**config.mk**
```make
export PLATFORM = sky130hd
export DESIGN_NAME = wbm_spi_host
export DESIGN_NICKNAME = d
export VERILOG_FILES = /design/src/rtl/wbm_spi_host.sv
export SDC_FILE = /design/constraint.sdc
export NUM_CORES = 1
export LEC_CHECK = 0
export CORE_ASPECT_RATIO = 1.1
export CORE_MARGIN = 2
export CORE_UTILIZATION = 59
export CTS_CLUSTER_SIZE = 24
export DETAILED_ROUTE_END_ITERATION = 12
export MAX_ROUTING_LAYER = met4
export PLACE_DENSITY = 0.94
export SETUP_SLACK_MARGIN = 0.5
export SLEW_MARGIN = 20
export SYNTH_ARGS = -nofsm -noshare
export SYNTH_HDL_FRONTEND = slang
export SYNTH_SLANG_ARGS = --single-unit
```
**constraint.sdc**
```tcl
create_clock -name wb_clk_i -period 4.45 [get_ports wb_clk_i]
set_clock_uncertainty 0.05 [all_clocks]
set_input_delay 0.445 -clock wb_clk_i [delete_from_list [all_inputs] [get_ports wb_clk_i]]
set_output_delay 0.445 -clock wb_clk_i [all_outputs]
set_load 0.01 [all_outputs]
```
**src/rtl/wbm_spi_host.sv**
```systemverilog
// -----------------------------------------------------------------------------
// wbm_spi_host
//
// SPI master (mode 0) for the far end of the SPI-to-Wishbone bridge byte
// protocol. One parallel read/write request is accepted at a time. The
// request is sent as a command byte, an address byte and (for writes) four
// data bytes. The block then polls with 0x00 bytes until the bridge answers
// 0x01 (ACK). For reads, four data bytes are then collected, LSB byte first.
// Exactly one response is returned for every accepted request.
//
// Parameters
//   CLK_DIV   wb_clk_i cycles per SCK half-period (>=2)
//   MAX_POLL  non-ACK poll bytes tolerated before timing out (1..255)
//   CS_GAP    wb_clk_i cycles CSN stays high between transactions (>=1)
//
// Ports
//   wb_clk_i   system clock, sole clock domain
//   wb_rst_i   asynchronous active-high reset
//   req_*      request channel; accepted on req_valid && req_ready
//   rsp_valid  one-cycle response pulse; rsp_dat/rsp_err held until next pulse
//   spi_*      SPI mode 0 master pins (SCK idle low, CSN active low)
// -----------------------------------------------------------------------------
module wbm_spi_host #(
    parameter int CLK_DIV  = 4,
    parameter int MAX_POLL = 255,
    parameter int CS_GAP   = 4
) (
    input  logic        wb_clk_i,
    input  logic        wb_rst_i,
    input  logic        req_valid,
    output logic        req_ready,
    input  logic        req_we,
    input  logic [3:0]  req_sel,
    input  logic [7:0]  req_adr,
    input  logic [31:0] req_dat,
    output logic        rsp_valid,
    output logic [31:0] rsp_dat,
    output logic        rsp_err,
    output logic        spi_sck,
    output logic        spi_csn,
    output logic        spi_sdo,
    input  logic        spi_sdi
);

    // One counter serves the SCK half-period, the CS setup/hold and the gap.
    localparam int CNT_MAX = (CLK_DIV > CS_GAP) ? CLK_DIV : CS_GAP;
    localparam int CNT_W   = $clog2(CNT_MAX + 1);

    localparam logic [CNT_W-1:0] DIV_LAST  = CNT_W'(CLK_DIV - 1);
    localparam logic [CNT_W-1:0] GAP_LAST  = CNT_W'(CS_GAP - 1);
    localparam logic [7:0]       POLL_LAST = 8'(MAX_POLL - 1);
    localparam logic [7:0]       POLL_SAT  = 8'(MAX_POLL);

    typedef enum logic [3:0] {
        S_IDLE,
        S_ILLEGAL,
        S_CS_SETUP,
        S_CMD,
        S_ADDR,
        S_WDATA0,
        S_WDATA1,
        S_WDATA2,
        S_WDATA3,
        S_POLL,
        S_RDATA0,
        S_RDATA1,
        S_RDATA2,
        S_RDATA3,
        S_CS_HOLD,
        S_GAP
    } state_t;

    state_t           state;
    state_t           nxt_state;
    logic [7:0]       nxt_byte;
    logic [CNT_W-1:0] cnt;
    logic [2:0]       bit_cnt;
    logic [7:0]       tx_sr;
    logic [7:0]       rx_sr;
    logic [7:0]       poll_cnt;
    logic             timeout;
    logic             in_byte;
    logic             byte_done;
    logic             byte_ack;

    // Request fields latched at acceptance, and the assembled read word.
    logic             we_q;
    logic [3:0]       sel_q;
    logic [7:0]       adr_q;
    logic [31:0]      dat_q;
    logic [31:0]      rdata;
    logic [7:0]       cmd_byte;

    // Poll counter never wraps: it sticks at MAX_POLL.
    function automatic logic [7:0] sat_inc(input logic [7:0] v);
        if (v >= POLL_SAT) begin
            return v;
        end
        return v + 8'd1;
    endfunction

    assign req_ready = (state == S_IDLE);
    assign cmd_byte  = {we_q, 3'b000, sel_q};
    assign byte_ack  = (rx_sr == 8'h01);
    assign in_byte   = state inside {S_CMD, S_ADDR, S_WDATA0, S_WDATA1, S_WDATA2,
                                     S_WDATA3, S_POLL, S_RDATA0, S_RDATA1,
                                     S_RDATA2, S_RDATA3};
    // A byte ends on the falling SCK edge of its eighth bit.
    assign byte_done = in_byte && spi_sck && (cnt == DIV_LAST) && (bit_cnt == 3'd7);

    // Successor state and next byte to shift out when the current byte ends.
    always_comb begin
        nxt_state = state;
        nxt_byte  = 8'h00;
        case (state)
            S_CMD: begin
                nxt_state = S_ADDR;
                nxt_byte  = adr_q;
            end
            S_ADDR: begin
                if (we_q) begin
                    nxt_state = S_WDATA0;
                    nxt_byte  = dat_q[31:24];
                end else begin
                    nxt_state = S_POLL;
                end
            end
            S_WDATA0: begin
                nxt_state = S_WDATA1;
                nxt_byte  = dat_q[23:16];
            end
            S_WDATA1: begin
                nxt_state = S_WDATA2;
                nxt_byte  = dat_q[15:8];
            end
            S_WDATA2: begin
                nxt_state = S_WDATA3;
                nxt_byte  = dat_q[7:0];
            end
            S_WDATA3: nxt_state = S_POLL;
            S_POLL: begin
                if (byte_ack) begin
                    nxt_state = we_q ? S_CS_HOLD : S_RDATA0;
                end else if (poll_cnt >= POLL_LAST) begin
                    nxt_state = S_CS_HOLD;
                end else begin
                    nxt_state = S_POLL;
                end
            end
            S_RDATA0: nxt_state = S_RDATA1;
            S_RDATA1: nxt_state = S_RDATA2;
            S_RDATA2: nxt_state = S_RDATA3;
            S_RDATA3: nxt_state = S_CS_HOLD;
            default:  nxt_state = state;
        endcase
    end

    // Data-only registers; every read that completes without timeout writes
    // all four bytes of rdata before it is used.
    always_ff @(posedge wb_clk_i) begin
        if (req_valid && req_ready) begin
            we_q  <= req_we;
            sel_q <= req_sel;
            adr_q <= req_adr;
            dat_q <= req_dat;
        end
        if (byte_done) begin
            case (state)
                S_RDATA0: rdata[7:0]   <= rx_sr;
                S_RDATA1: rdata[15:8]  <= rx_sr;
                S_RDATA2: rdata[23:16] <= rx_sr;
                S_RDATA3: rdata[31:24] <= rx_sr;
                default:  ;
            endcase
        end
    end

    always_ff @(posedge wb_clk_i or posedge wb_rst_i) begin
        if (wb_rst_i) begin
            state     <= S_IDLE;
            spi_csn   <= 1'b1;
            spi_sck   <= 1'b0;
            spi_sdo   <= 1'b0;
            rsp_valid <= 1'b0;
            rsp_err   <= 1'b0;
            rsp_dat   <= 32'h0;
            cnt       <= '0;
            bit_cnt   <= 3'd0;
            tx_sr     <= 8'h00;
            rx_sr     <= 8'h00;
            poll_cnt  <= 8'h00;
            timeout   <= 1'b0;
        end else begin
            rsp_valid <= 1'b0;
            case (state)
                S_IDLE: begin
                    if (req_valid) begin
                        timeout <= 1'b0;
                        cnt     <= '0;
                        // Read with no byte selects encodes as 0x00, which
                        // the bridge ignores: answer locally with an error.
                        if (!req_we && (req_sel == 4'h0)) begin
                            state <= S_ILLEGAL;
                        end else begin
                            state   <= S_CS_SETUP;
                            spi_csn <= 1'b0;
                        end
                    end
                end
                S_ILLEGAL: begin
                    rsp_valid <= 1'b1;
                    rsp_err   <= 1'b1;
                    rsp_dat   <= 32'h0;
                    state     <= S_IDLE;
                end
                S_CS_SETUP: begin
                    if (cnt == DIV_LAST) begin
                        cnt     <= '0;
                        bit_cnt <= 3'd0;
                        tx_sr   <= cmd_byte;
                        spi_sdo <= cmd_byte[7];
                        state   <= S_CMD;
                    end else begin
                        cnt <= cnt + 1'b1;
                    end
                end
                S_CS_HOLD: begin
                    if (cnt == DIV_LAST) begin
                        cnt     <= '0;
                        spi_csn <= 1'b1;
                        state   <= S_GAP;
                    end else begin
                        cnt <= cnt + 1'b1;
                    end
                end
                S_GAP: begin
                    if (cnt == GAP_LAST) begin
                        cnt       <= '0;
                        state     <= S_IDLE;
                        rsp_valid <= 1'b1;
                        rsp_err   <= timeout;
                        rsp_dat   <= (!we_q && !timeout) ? rdata : 32'h0;
                    end else begin
                        cnt <= cnt + 1'b1;
                    end
                end
                default: begin
                    // Byte engine: SDO changes on the falling edge (or at byte
                    // load), SDI is captured on the rising edge.
                    if (cnt != DIV_LAST) begin
                        cnt <= cnt + 1'b1;
                    end else begin
                        cnt <= '0;
                        if (!spi_sck) begin
                            spi_sck <= 1'b1;
                            rx_sr   <= {rx_sr[6:0], spi_sdi};
                        end else begin
                            spi_sck <= 1'b0;
                            if (bit_cnt != 3'd7) begin
                                bit_cnt <= bit_cnt + 3'd1;
                                tx_sr   <= {tx_sr[6:0], 1'b0};
                                spi_sdo <= tx_sr[6];
                            end else begin
                                bit_cnt <= 3'd0;
                                state   <= nxt_state;
                                if (nxt_state == S_CS_HOLD) begin
                                    tx_sr   <= 8'h00;
                                    spi_sdo <= 1'b0;
                                end else begin
                                    tx_sr   <= nxt_byte;
                                    spi_sdo <= nxt_byte[7];
                                end
                                if (state == S_POLL) begin
                                    if (!byte_ack) begin
                                        poll_cnt <= sat_inc(poll_cnt);
                                        if (poll_cnt >= POLL_LAST) begin
                                            timeout <= 1'b1;
                                        end
                                    end
                                end else if (nxt_state == S_POLL) begin
                                    poll_cnt <= 8'h00;
                                end
                            end
                        end
                    end
                end
            endcase
        end
    end

endmodule

```
== After elaboration in Yosys (flattened, before gate mapping) ==
Index checks and enable logic that the tools add are counted.

* Word-level logic and storage cells: 173
* Input port bits: 49
* Output and inout port bits: 38
* Register bits: 148

* Muxes and demuxes: 68
* $add $sub $neg: 3
* $lt $le $gt $ge: 2
* Bitwise operators: 7
* Eq/ne operators: 35
* Reduce and logical (&&, ||, !) cells: 37

{| class="wikitable"
|+ Operator list
! kind !! count
|-
| $mux 32 || 2
|-
| $pmux 32 s2 || 1
|-
| $pmux 4 s11 || 1
|-
| $eq 4x4->1 const B || 10
|-
| $mux 8 || 5
|-
| $pmux 8 s5 || 1
|-
| $mux 7 || 5
|-
| $mux 4 || 8
|-
| $mux 3 || 10
|-
| $mux 1 || 25
|-
| $pmux 4 s5 || 1
|-
| $ne 2x2->1 const B || 9
|-
| $eq 4x3->1 const B || 4
|-
| $ge 8x8->1 const B || 2
|-
| $pmux 7 s2 || 1
|-
| $reduce_and 2->1 || 7
|-
| $reduce_and 7->1 || 2
|-
| $reduce_bool 2->1 || 7
|-
| $ne 6x2->1 const B || 2
|-
| $reduce_bool 11->1 || 1
|-
| $pmux 1 s2 || 5
|-
| $pmux 3 s3 || 1
|-
| $add 8x1->8 const B || 1
|-
| $eq 4x2->1 const B || 2
|-
| other kinds (21) || 39
|}

== Logic depth before layout (Yosys ltp) ==
Gate-level depths: netlist (run 1).

* Depth in word-level cells: 11
* Gate-level depth with buffers: 8
* Gate-level depth less buffers: 6

== Worst setup path before layout (run 1) ==
No wires, ideal clock.

* Kind: flip-flop to flip-flop
* Start point: register state[3]
* End point: register adr_q[0] (enable)
* Stages on the path, launching flop included: 5
* Path buffers: 2
* Library setup time: 408 ps
* Arrival time: 2382 ps
* Required time: 3992 ps
* Clock period less this slack: 2840 ps
* Slack: 1610 ps
* Cells stage by stage: dfrtp_1 -> buf_6 -> clkbuf_1 -> nor4_2 -> and2_1

* Longest elaborated chain between the ends: 2

{| class="wikitable"
|+ Ends and longest elaborated chain
! item !! line !! source
|-
| from (decl) || 73 || <nowiki>state_t state;</nowiki>
|-
| from (signal assigned) || 265 || <nowiki>state <= nxt_state;</nowiki>
|-
| $logic_not 4->1 || 102 || <nowiki>assign req_ready = (state == S_IDLE);</nowiki>
|-
| net req_ready || 31 || <nowiki>output logic req_ready,</nowiki>
|-
| $logic_and 1x1->1 || 161 || <nowiki>if (req_valid && req_ready) begin</nowiki>
|-
| to (signal assigned) || 164 || <nowiki>adr_q <= req_adr;</nowiki>
|-
| to (decl) || 89 || <nowiki>logic [7:0] adr_q;</nowiki>
|}

The timed path passes the listed nets, and every way through them passes these cells.
A chain may end at the register's enable or synchronous reset.

== Worst setup path after layout (run 1) ==
* Start point: register state[3]
* End point: output port req_ready

* Longest elaborated chain between the ends: 1

{| class="wikitable"
|+ Ends and longest elaborated chain
! item !! line
|-
| $logic_not 4->1 || 102
|-
| to (decl) || 31
|}

Every way passes these cells.

==> results of run 1 <==
through the flow:
step | hold slack (ns) | power [W]
4_1_cts | 0.396 | 0.00286
2_1_floorplan | 0.393 | 0.00150
3_3_place_gp | 0.396 | 0.00155
3_5_place_dp | 0.403 | 0.00155
5_1_grt | 0.435 | 0.00293
6_report | 0.385 | 0.00285
placed cells by master (no fill, tap or decap), types with 7 or more instances in the layout:
cell	count
sky130_fd_sc_hd__edfxtp_1	77
sky130_fd_sc_hd__o21ai_0	7
sky130_fd_sc_hd__o211ai_1	8
sky130_fd_sc_hd__dfrtp_1	69
sky130_fd_sc_hd__inv_1	9
sky130_fd_sc_hd__mux2i_1	12
sky130_fd_sc_hd__a22o_1	31
sky130_fd_sc_hd__a211oi_1	10
sky130_fd_sc_hd__and3_1	7
sky130_fd_sc_hd__nand3_1	10
sky130_fd_sc_hd__clkbuf_16	17
sky130_fd_sc_hd__nand2_1	20
sky130_fd_sc_hd__o21ai_1	7
sky130_fd_sc_hd__clkdlybuf4s50_1	86
sky130_fd_sc_hd__nand3b_1	15
sky130_fd_sc_hd__nor2_1	18
sky130_fd_sc_hd__mux2_1	9
sky130_fd_sc_hd__a21oi_1	18
area by class of cell:
type	count	area share, %
sequential	148	53.0
inverter	12	0.583
clock inverter	13	1.46
tap	143	2.32
multi-input combinational	265	25.5
timing repair buffer	90	11.5
clock buffer	19	5.61
sequential cells by signal, indices dropped and copies added, names as in the netlist, 3 cells and up:
register / cells
state: 4
tx_sr: 7
bit_cnt: 3
dat_q: 32
poll_cnt: 8
adr_q: 8
rdata: 32
rx_sr: 8
cnt: 3
rsp_dat: 32
sel_q: 4
synth_stat cells (3+ instances only):
master	n	area, um^2
sky130_fd_sc_hd__edfxtp_1	77	2310
sky130_fd_sc_hd__dfrtp_1	70	1750
sky130_fd_sc_hd__a22o_1	31	272
sky130_fd_sc_hd__nand2_1	20	75.1
sky130_fd_sc_hd__a21oi_1	18	90.1
sky130_fd_sc_hd__nor2_1	18	67.6
sky130_fd_sc_hd__nand3b_1	15	113
sky130_fd_sc_hd__mux2i_1	12	120
sky130_fd_sc_hd__a211oi_1	10	75.1
sky130_fd_sc_hd__inv_1	10	37.5
sky130_fd_sc_hd__nand3_1	10	50.1
sky130_fd_sc_hd__mux2_1	9	101
sky130_fd_sc_hd__buf_2	8	40.0
sky130_fd_sc_hd__o211ai_1	8	60.1
sky130_fd_sc_hd__and3_1	7	43.8
sky130_fd_sc_hd__buf_6	7	78.8
sky130_fd_sc_hd__nand2b_1	7	43.8
sky130_fd_sc_hd__nor3_1	7	35.0
sky130_fd_sc_hd__o21ai_0	7	35.0
sky130_fd_sc_hd__o21ai_1	7	35.0
sky130_fd_sc_hd__buf_4	6	45.0
sky130_fd_sc_hd__nor4_1	6	37.5
sky130_fd_sc_hd__clkbuf_1	5	18.8
sky130_fd_sc_hd__ha_1	5	62.6
sky130_fd_sc_hd__nor2b_1	5	31.3
sky130_fd_sc_hd__o31ai_1	5	37.5
sky130_fd_sc_hd__or3_1	5	31.3
sky130_fd_sc_hd__or4_1	5	37.5
sky130_fd_sc_hd__a221oi_1	4	35.0
sky130_fd_sc_hd__a22oi_1	3	22.5
sky130_fd_sc_hd__and2_1	3	18.8
power by group:
part,internal (W),switching [W]
logic,0.0000430,0.0000277
clock network,0.000732,0.000589
registers,0.00144,0.00000994
cells by family after synthesis:
logic type	after synthesis	share of synthesized area (%)
xor+xnor	1	0.139
simple gates	123	12.0
buf+inv	39	3.68
fa+ha+maj	5	0.996
compound gates	113	14.2
mux	23	3.94
flops	148	65.1
path summary, 6_finish.rpt:
| check | endpoint | cells after the start |
|---|---|---|
| min in group wb_clk_i | rsp_dat[19] | 1 |
| worst max register to register | rsp_err | 4 |
| max in group asynchronous | state[0] | 3 |
| worst min-delay path | rsp_dat[6] | 2 |
| worst min register to register | rsp_dat[19] | 1 |
| worst max-delay path | req_ready | 2 |
worst max-delay path, stage by stage, from the launching register on:
cell and delay, ns:
sky130_fd_sc_hd__dfrtp_1 0.62, sky130_fd_sc_hd__nor4_2 0.55, sky130_fd_sc_hd__clkdlybuf4s50_1 0.65
routing by layer:
metal,GRT usage [%],vias up
met3,6.60,28
met4,10.2,0
li1,-,1907
met1,29.4,2039
met5,-,-
met2,39.6,204
==> results by stage, run 1 <==
Run status:
- The flow ran to the end, and the final reports show no timing, DRC or antenna violations.

Worst setup path:
- The register-to-register setup slack is 1.86 ns.
- Along the worst path, the maximum fanout reaches 20.
- The start of the worst register-to-register path is state[3].
- The worst setup path startpoint is state[3].
- The critical path startpoint category is a flip-flop.
- STA puts the critical path data required time at 3.95 ns.
- STA puts the critical path data arrival time at 2.24 ns.
- The kind of critical path is flip-flop to primary output.
- The endpoint class of the critical path is a primary output.

Synthesis:
- The dominant synthesized flop cell is sky130_fd_sc_hd__edfxtp_1.
- The count of warnings emitted by yosys is 0.
- The summed instance area of the synthesized netlist is about 6300 um^2.
- The number of synthesized flops with an enable pin is 77.
- The mean instance size in the synthesized netlist is roughly 14 um^2.
- Counting every net in the synthesized netlist gives 506.
- The number of register bits inferred by synthesis is 148.
- For this run, asynchronously set or reset flops after synthesis account for 48.0%.
- Sequential elements use 65.1% of the synthesized area.
- Synthesis handed over a netlist of 452 instances.
- Yosys mapped the design onto 67 distinct sky130hd cell types.

Clock tree:
- The clock passes through at most 2 buffers.
- The clock drives 148 sinks.
- The clock transition at the registers of the reported paths is 0.07 ns.
- At the later pin of the worst-skew pair, clock insertion delay measures 0.42 ns.
- The root buffer cell chosen for the clock tree is sky130_fd_sc_hd__clkbuf_16.
- The clock tree synthesis step divided the H-tree into 4 levels.
- The number of setup buffers added after CTS is 0.
- The count of hold-fix buffers inserted at cts is 0.
- The clock tree from TritonCTS is done.
- The number of gates given a new drive strength after cts is 0.
- Buffers inserted during clock tree synthesis total 17.

Timing:
- The final period demand of the worst path is roughly 2.7 ns.
- The worst slew margin relative to its limit is 29.5%.
- The setup slack of the critical path after layout is 1.72 ns.
- The period utilization is 61.4%.
- Setup repair after global routing left no endpoint under its margin.
- The final max-slew violation count is 0.
- Setup violations remaining at the end of the flow were counted as 0.
- The aggregate negative setup slack is 0 ns.
- Static timing analysis puts the maximum clock frequency at approximately 370 MHz.
- For the pin with the worst max-slew slack, the measured transition is roughly 1.0 ns.
- The number of hold-slack violations in the final timing report is 0.

Power:
- The leakage power of the design is 2.92 nW.
- The ratio of total power to cell area is approximately 370 nW/um^2.
- Across the VDD grid, the largest voltage drop is 0.350 mV.

GRT:
- The global-route congestion overflow total is 0.
- The via count of the first global-routing pass is between 4000 and 5000.
- Global routing consumed, over all layers together, 24.6% of the routing resources.
- The first global-routing pass estimated between 20000 and 25000 um of wire.
- The initial antenna violation count is 0.
- Entering global routing, the biggest net connects 48 pins.

Route:
- The DRC violation count after routing is 0.
- The detailed-route wire length per cell is around 19 um.
- The first detailed-routing pass took 5 iterations.
- The amount of wire on met3 after detailed routing is 894 um.
- The first-iteration detailed-routing DRC count is between 400 and 500.
- The wire length on met1 is 5150 um.
- Detailed routing placed a total of 6590 um of wire on met2.
- Using the TritonRoute via totals, the vias-per-cell ratio works out to 6.06.
- The highest routed metal layer is met4.
- In this run the remaining antenna-violating nets after routing total 0.
- The total length of routed wires is about 13000 um.
- The via count of the routed design is 4178.

Floorplanning:
- The area of the core is 10400 um^2.
- The area enclosed by the die boundary is 11500 um^2.
- The die is 102 um wide.
- 87 I/O pins were placed.
- Once the floorplan was initialized, standard cells occupied 60.5% of the core.
- In this run the vertical extent of the chip is between 100 and 150 um.
- The floorplan has 39 rows.

Cells and area:
- In the final layout, the share of cells above drive strength 1 is 10.1%.
- The final design utilization is 74.3%.
- The net count of the finished layout is approximately 590.
- Summing all multi-input logic gate instances after layout gives 1970 um^2.
- The final antenna diode count is 0.
- The area taken by flip-flops and latches is 4090 um^2.
- The layout overhead on the synthesized area is 22.9%.
- Counting the fill cells in the layout gives 616.
- After routing the design area is slightly below 8000 um^2.
- The final cell count without fillers is 690.

Job:
- The max capacitance violation total is 0.

Place:
- The total half-perimeter wirelength after legalization and detailed placement is around 8800 um.
- The placer congestion estimate is 0.856.
- The instance area after placement is 7170 um^2.
- The setup slack after placement is about 1.7 ns.
- In this run the tool buffered the top-level ports with 86 buffer cells.
- Including well taps, the total number of placed cells is 658.

Hold path:
- The min-delay analysis places its worst path in the category primary input to async pin.
No activity file was read; power rests on OpenSTA's default activity.
==> inputs of run 2 (changes only) <==
CORE_UTILIZATION = 55   (was 59)
PLACE_DENSITY = 0.89   (was 0.94)
clock period = 2.8 ns   (was 4.45 ns; I/O delays follow)
==> results by stage, run 2 (synthesis gave the netlist of run 1 again) <==
Run status:
- The flow ran to the end, and the final reports show no timing, DRC or antenna violations.

Power:
- The largest vdd supply drop was 0.441 mV (+26%).
- The leakage power of the design is 3.00 nW (+2.7%).
- The ratio of total power to cell area is 598 nW/um^2 (+62%).

Route:
- The antenna violation net count after detailed routing came to 0 (unchanged).
- The DRC violation count after routing is 0 (unchanged).
- The first-iteration detailed-routing DRC count is 315 (-22%).
- The detailed-route wire length per cell came to 19.2 um (+2.6%).
- The total length of routed wires is 13500 um (+4.2%).
- The via count of the routed design is 4237 (+1.4%).
- The number of iterations in the first detailed-routing pass is 5 (unchanged).
- The average via count per standard cell is 6.04 (-0.18%).

Timing:
- Setup repair after global routing left no endpoint under its margin.
- The slew of the pin with the lowest slew margin is 0.775 ns (-0.275 ns).
- The aggregate negative setup slack is 0 ns (unchanged).
- The smallest clock period supported by the final layout is computed as 2.22 ns.
- The worst slew margin relative to its limit is 47.9% (+18 points).
- The number of hold-slack violations in the final timing report was 0 (unchanged).
- The number of setup violations in the final report is 0 (unchanged).
- The final max-slew violation count is 0 (unchanged).
- The worst slack on hold paths is 0.252 ns (-0.133 ns).
- The maximum clock frequency is around 450 MHz.
- The period utilization is between 70% and 80%.

Place:
- The number of buffers added on ports is 86 (unchanged).
- The placed cell count is 669 (+1.7%).
- The total half-perimeter wirelength after legalization and detailed placement is 9370 um (+5.9%).
- The placer congestion estimate is 0.933 (+9.0%).

GRT:
- The via count of the first global-routing pass is 4283 (+1.3%).
- The global-route track usage on met1 is 28.1% (-1.3 points).
- The wire length of the first global-routing pass came to 22000 um (+4.6%).
- The most congested layer reported by global routing is met2.
- The met2 global-route usage is 41.2% (+1.6 points).
- The initial antenna violation count was 0 (unchanged).
- The pin count of the biggest net entering global routing is 48 (unchanged).
- The overall fraction of global-route tracks in use came to 24.2% (-0.42 points).
- The global-route congestion overflow total is 0 (unchanged).
- The met3 global-route usage came to 5.02% (-1.6 points).

Cells and area:
- The final cell count without fillers is 701 (+1.6%).
- The final design utilization is 71.6% (-2.7 points).
- The area occupied by multi-input gates is 1990 um^2 (+1.1%).
- The library cells used most frequently in the layout, excluding fill and tap cells, are 85 x sky130_fd_sc_hd__clkdlybuf4s50_1, 77 x sky130_fd_sc_hd__edfxtp_1, 69 x sky130_fd_sc_hd__dfrtp_1, 31 x sky130_fd_sc_hd__a22o_1, 20 x sky130_fd_sc_hd__nand2_1.
- The most common cell after layout, fill and taps aside is sky130_fd_sc_hd__clkdlybuf4s50_1.
- The largest registers in the layout are dat_q x32, rdata x32, rsp_dat x32.
- The number of filler cells placed in the layout is 713 (+16%).
- The fraction of final layout cells sized beyond drive strength 1 is 12.3% (+2.2 points).
- The layout overhead on the synthesized area is 25.4%.
- The area taken by flip-flops and latches came to 4090 um^2 (unchanged).
- The final antenna diode count came to 0 (unchanged).
- The final-stage net count is 595 (+1.2%).

Worst setup path:
- The delay of the slowest cell on the worst path came to 0.49 ns (-0.16 ns).
- The required time of the critical path was 2.47 ns (-1.48 ns).
- The endpoint class of the critical path is a primary output.
- Traced cell by cell, the critical path runs through buf_4 > nor4_4 > dlygate4sd2_1.
- The kind of critical path is flip-flop to primary output.
- STA classifies the critical path startpoint as a flip-flop.
- Among all stages on the critical path, the largest delay is contributed by sky130_fd_sc_hd__dfrtp_1.
- The worst-path maximum fanout was 14 (-30%).
- The worst path arrival time is 1.89 ns (-0.35 ns).

Clock tree:
- The number of gates given a new drive strength after cts was 4 (+4).
- The clock transition at the registers of the reported paths is 0.07 ns (about the same).
- The worst-skew pair later-pin latency is 0.42 ns (about the same).
- The number of buffers created by CTS is 17 (unchanged).
- The cell sitting at the root of the clock tree is a sky130_fd_sc_hd__clkbuf_16.
- The CTS H-tree depth was 4 (unchanged).
- TritonCTS built the clock tree.
- The post-CTS setup-driven buffer insertion count is 0 (unchanged).
- The TritonCTS sink count was 148 (unchanged).
- The maximum count of clock buffers along a single path is 2 (unchanged).
- The count of hold-fix buffers inserted at cts came to 0 (unchanged).

Job:
- The max capacitance violation total is 0 (unchanged).

Floorplanning:
- The number of ports placed on the die boundary is 87 (unchanged).
- The floorplan row count was 40 (+2.6%).
- The area of the core is 11000 um^2 (+5.9%).
- The starting density of the core was 57.1% (-3.4 points).
- The die span in y is 116 um (+3.4%).
- The area enclosed by the die boundary came to 12300 um^2 (+7.0%).
- The die width is 106 um (+3.4%).

Hold path:
- The class of the worst hold path is primary input to async pin.
[run 2: through the flow]
step	cell area [um^2]	setup WS, ns	total power, W
3_5_place_dp	7240	0.470	0.00247
4_1_cts	7860	0.468	0.00475
5_1_grt	7880	0.507	0.00486
2_1_floorplan	6290	0.669	0.00238
6_report	7880	0.581	0.00471
3_3_place_gp	7240	0.567	0.00247
[run 2: path summary, 6_finish.rpt]
kind | cells after the start | startpoint | slack, ns | endpoint
min reg2reg | 1 | rdata[26] | 0.41 | rsp_dat[26]
max reg2reg | 6 | state[3] | 0.62 | rsp_dat[1]
max in group asynchronous | 3 | wb_rst_i | 1.74 | spi_csn
min | 2 | wb_rst_i | 0.25 | rsp_dat[7]
min in group wb_clk_i | 1 | req_dat[22] | 0.36 | dat_q[22]
max | 3 | state[3] | 0.58 | req_ready
[run 2: power by group]
| group | switching [W] | total, W | internal [W] |
|---|---|---|---|
| combinational | 0.0000471 | 0.000118 | 0.0000713 |
| sequential | 0.0000142 | 0.00231 | 0.00230 |
| clock | 0.000918 | 0.00229 | 0.00137 |
| total | 0.000979 | 0.00471 | 0.00374 |
[run 2: area by class of cell]
type | count | share of cell area (%)
flip-flops and latches | 148 | 51.9
multi-input cells | 265 | 25.3
repair buffers | 97 | 12.2
clock buffers | 19 | 5.62
well taps | 147 | 2.33
clock inverters | 13 | 2.03
inverters | 12 | 0.572
[run 2: worst max-delay path, delay by kind of cell (launching register included)]
kind          cells  cell delay (ns)
buf+inv           2             0.59
flops             1             0.49
simple gates      1             0.39
[run 2: routing by layer]
layer | routed length [um] | vias up
met3 | 848 | 42
met2 | 7160 | 206
met5 | 0 | -
met1 | 5090 | 2058
li1 | - | 1931
met4 | 391 | 0
==> inputs of run 3 (changes only) <==
clock period = 2.1 ns   (was 2.8 ns; I/O delays follow)
==> results by stage, run 3 (synthesis gave the netlist of run 1 again) <==
Run status:
- The run finished with clean final reports.

Clock tree:
- The count of hold-fix buffers inserted at cts is 0 (unchanged).
- The maximum count of clock buffers along a single path is 2 (unchanged).
- The worst-skew pair later-pin latency came to 0.44 ns (+0.02 ns).
- The CTS H-tree depth is 4 (unchanged).
- The tree is rooted in a sky130_fd_sc_hd__clkbuf_16.
- The number of buffers created by CTS is 17 (unchanged).
- The TritonCTS sink count came to 148 (unchanged).
- TritonCTS built the clock tree.
- The clock transition at the registers of the reported paths is 0.06 ns (about the same).

Worst setup path:
- The most critical setup path has its startpoint at bit_cnt[0].
- The number of cells traversed by the worst register-to-register path is 8 (+2).
- In this run the critical register-to-register path is launched from bit_cnt[0].
- The required time of the critical path is 2.38 ns (-0.09 ns).
- The worst-path maximum fanout is 5 (-9).
- The kind of critical path is flip-flop to flip-flop.
- The critical path startpoint category is a flip-flop.
- The worst path arrival time is 2.36 ns (+0.47 ns).
- STA classifies the critical path endpoint as a flip-flop.

Floorplanning:
- The die width came to 106 um (unchanged).
- The starting density of the core is 57.1% (unchanged).
- The area of the core is 11000 um^2 (unchanged).
- The floorplan row count is 40 (unchanged).
- The number of ports placed on the die boundary is 87 (unchanged).
- The area enclosed by the die boundary was 12300 um^2 (unchanged).
- The die span in y is 116 um (unchanged).

Place:
- The number of buffers added on ports is 86 (unchanged).
- The setup slack after placement is 0.0258 ns (-0.444 ns).
- The placer congestion estimate is 0.893 (-4.3%).
- The total half-perimeter wirelength after legalization and detailed placement is 10100 um (+8.1%).

Timing:
- The maximum clock frequency is 482 MHz.
- The period utilization is 98.8%.
- The worst slew margin relative to its limit is 56.2% (+8.3 points).
- Setup repair after global routing could not meet its margin everywhere.
- The slew of the pin with the lowest slew margin came to 0.653 ns (-0.122 ns).
- The number of setup violations in the final report is 0 (unchanged).
- The final max-slew violation count is 0 (unchanged).
- The worst slack on hold paths is 0.189 ns (-0.0628 ns).
- The smallest clock period supported by the final layout is computed as approximately 2.1 ns.
- The setup slack of the critical path after layout is 0.0255 ns (-0.555 ns).
- The number of hold-slack violations in the final timing report is 0 (unchanged).
- The aggregate negative setup slack came to 0 ns (unchanged).

Cells and area:
- Leaving out fill and tap cells, the most frequent cell in the layout is sky130_fd_sc_hd__edfxtp_1.
- From synthesis to final layout, the design area changed by 52.8%.
- The fraction of final layout cells sized beyond drive strength 1 is 38.0% (+26 points).
- The final antenna diode count is 0 (unchanged).
- In the final layout, the registers with the most flip-flops are dat_q x32, rdata x32, rsp_dat x32.
- The final-stage net count is 693 (+16%).
- In the layout the commonest cells are 77 x sky130_fd_sc_hd__edfxtp_1, 58 x sky130_fd_sc_hd__dfrtp_1, 52 x sky130_fd_sc_hd__clkdlybuf4s50_1, 48 x sky130_fd_sc_hd__buf_4, 39 x sky130_fd_sc_hd__buf_6.

Power:
- The leakage power of the design is 4.23 nW (+41%).
- The largest vdd supply drop was 0.555 mV (+26%).
- The ratio of total power to cell area is 658 nW/um^2 (+9.9%).
- The overall power consumption is 0.00631 W (+34%).

Route:
- The number of iterations in the first detailed-routing pass is 6 (+1).
- The detailed-route wire length per cell is 29.6 um (+54%).
- The total length of routed wires came to 23700 um (+75%).
- The antenna violation net count after detailed routing came to 0 (unchanged).
- The average via count per standard cell is 6.91 (+14%).
- The DRC violation count after routing was 0 (unchanged).
- The first-iteration detailed-routing DRC count is 691 (+120%).
- The via count of the routed design is 5521 (+30%).

Hold path:
- In this run the worst hold path is classified as primary input to async pin.

GRT:
- The initial antenna violation count came to 0 (unchanged).
- The via count of the first global-routing pass was 5392 (+26%).
- The overall fraction of global-route tracks in use is 36.0% (+12 points).
- The wire length of the first global-routing pass came to 31300 um (+43%).
- The pin count of the biggest net entering global routing was 72 (+50%).
- The global-route congestion overflow total was 0 (unchanged).

Job:
- The max capacitance violation total is 0 (unchanged).
run 3: changes by cell type in the layout (fill, tap and decap cells not counted), moves of 7 or more:
cell,previous run,this run
sky130_fd_sc_hd__mux2_1,9,0
sky130_fd_sc_hd__dfrtp_1,69,58
sky130_fd_sc_hd__buf_6,2,39
sky130_fd_sc_hd__buf_16,0,7
sky130_fd_sc_hd__buf_12,1,11
sky130_fd_sc_hd__mux2_4,1,11
sky130_fd_sc_hd__dfrtp_2,1,12
sky130_fd_sc_hd__a211oi_1,10,3
sky130_fd_sc_hd__clkdlybuf4s50_1,85,52
sky130_fd_sc_hd__dlymetal6s2s_1,0,27
sky130_fd_sc_hd__buf_4,8,48
run 3: what timing repair did:
item | in CTS | in global routing
pin swaps | 25 | 21
endpoints found under the hold margin | 0 | 0
buffers inserted | 50 | 18
setup endpoints to repair | 153 | 177
resized for setup | 97 | 91
gates cloned | 7 | 3
run 3: worst paths after layout:
| path | endpoint | slack [ns] |
|---|---|---|
| max | poll_cnt[0] | 0.03 |
| min | rx_sr[2] | 0.19 |
| max reg2reg | poll_cnt[0] | 0.03 |
| min reg2reg | rsp_dat[30] | 0.42 |
| max in group asynchronous | spi_sck | 1.47 |
| min in group wb_clk_i | dat_q[26] | 0.28 |
run 3: final cells by class:
type | instances | area (um^2)
Multi-Input combinational cell | 265 | 2500
Clock inverter | 11 | 90.1
Clock buffer | 21 | 472
Inverter | 12 | 48.8
Sequential cell | 148 | 4110
Timing Repair Buffer | 195 | 2200
Tap cell | 147 | 184
Fill cell | 420 | 1410
run 3: per-layer routing:
metal  track usage [%]  routed length, um  vias to the layer above
li1                  -                  -                     2132
met1              38.1               7770                     2688
met2              61.0              12100                      533
met3              9.21               2030                      168
met4              22.4               1780                        0
met5                 -                  0                        -
run 3: power breakdown:
group,internal (W),total (W),switching [W],leakage (nW)
clock,0.00164,0.00301,0.00137,0.272
combinational,0.000127,0.000230,0.000103,2.36
sequential,0.00306,0.00308,0.0000169,1.60
run 3: worst max-delay path, cell delays in order, from the launching register on:
cell and delay, ns:
sky130_fd_sc_hd__dfrtp_1 0.40, sky130_fd_sc_hd__ha_2 0.21, sky130_fd_sc_hd__ha_4 0.17, sky130_fd_sc_hd__and4b_2 0.26
sky130_fd_sc_hd__buf_6 0.16, sky130_fd_sc_hd__buf_4 0.13, sky130_fd_sc_hd__o211ai_1 0.20, sky130_fd_sc_hd__nand2_1 0.18
sky130_fd_sc_hd__o21ai_2 0.23
run 3: through the flow:
step,instances,utilization [%],cell area [um^2]
3_5_place_dp,689,69.0,7600
6_report,799,87.2,9600
3_3_place_gp,689,69.0,7600
5_1_grt,799,87.2,9600
2_1_floorplan,452,-,6510
4_1_cts,778,82.3,9060
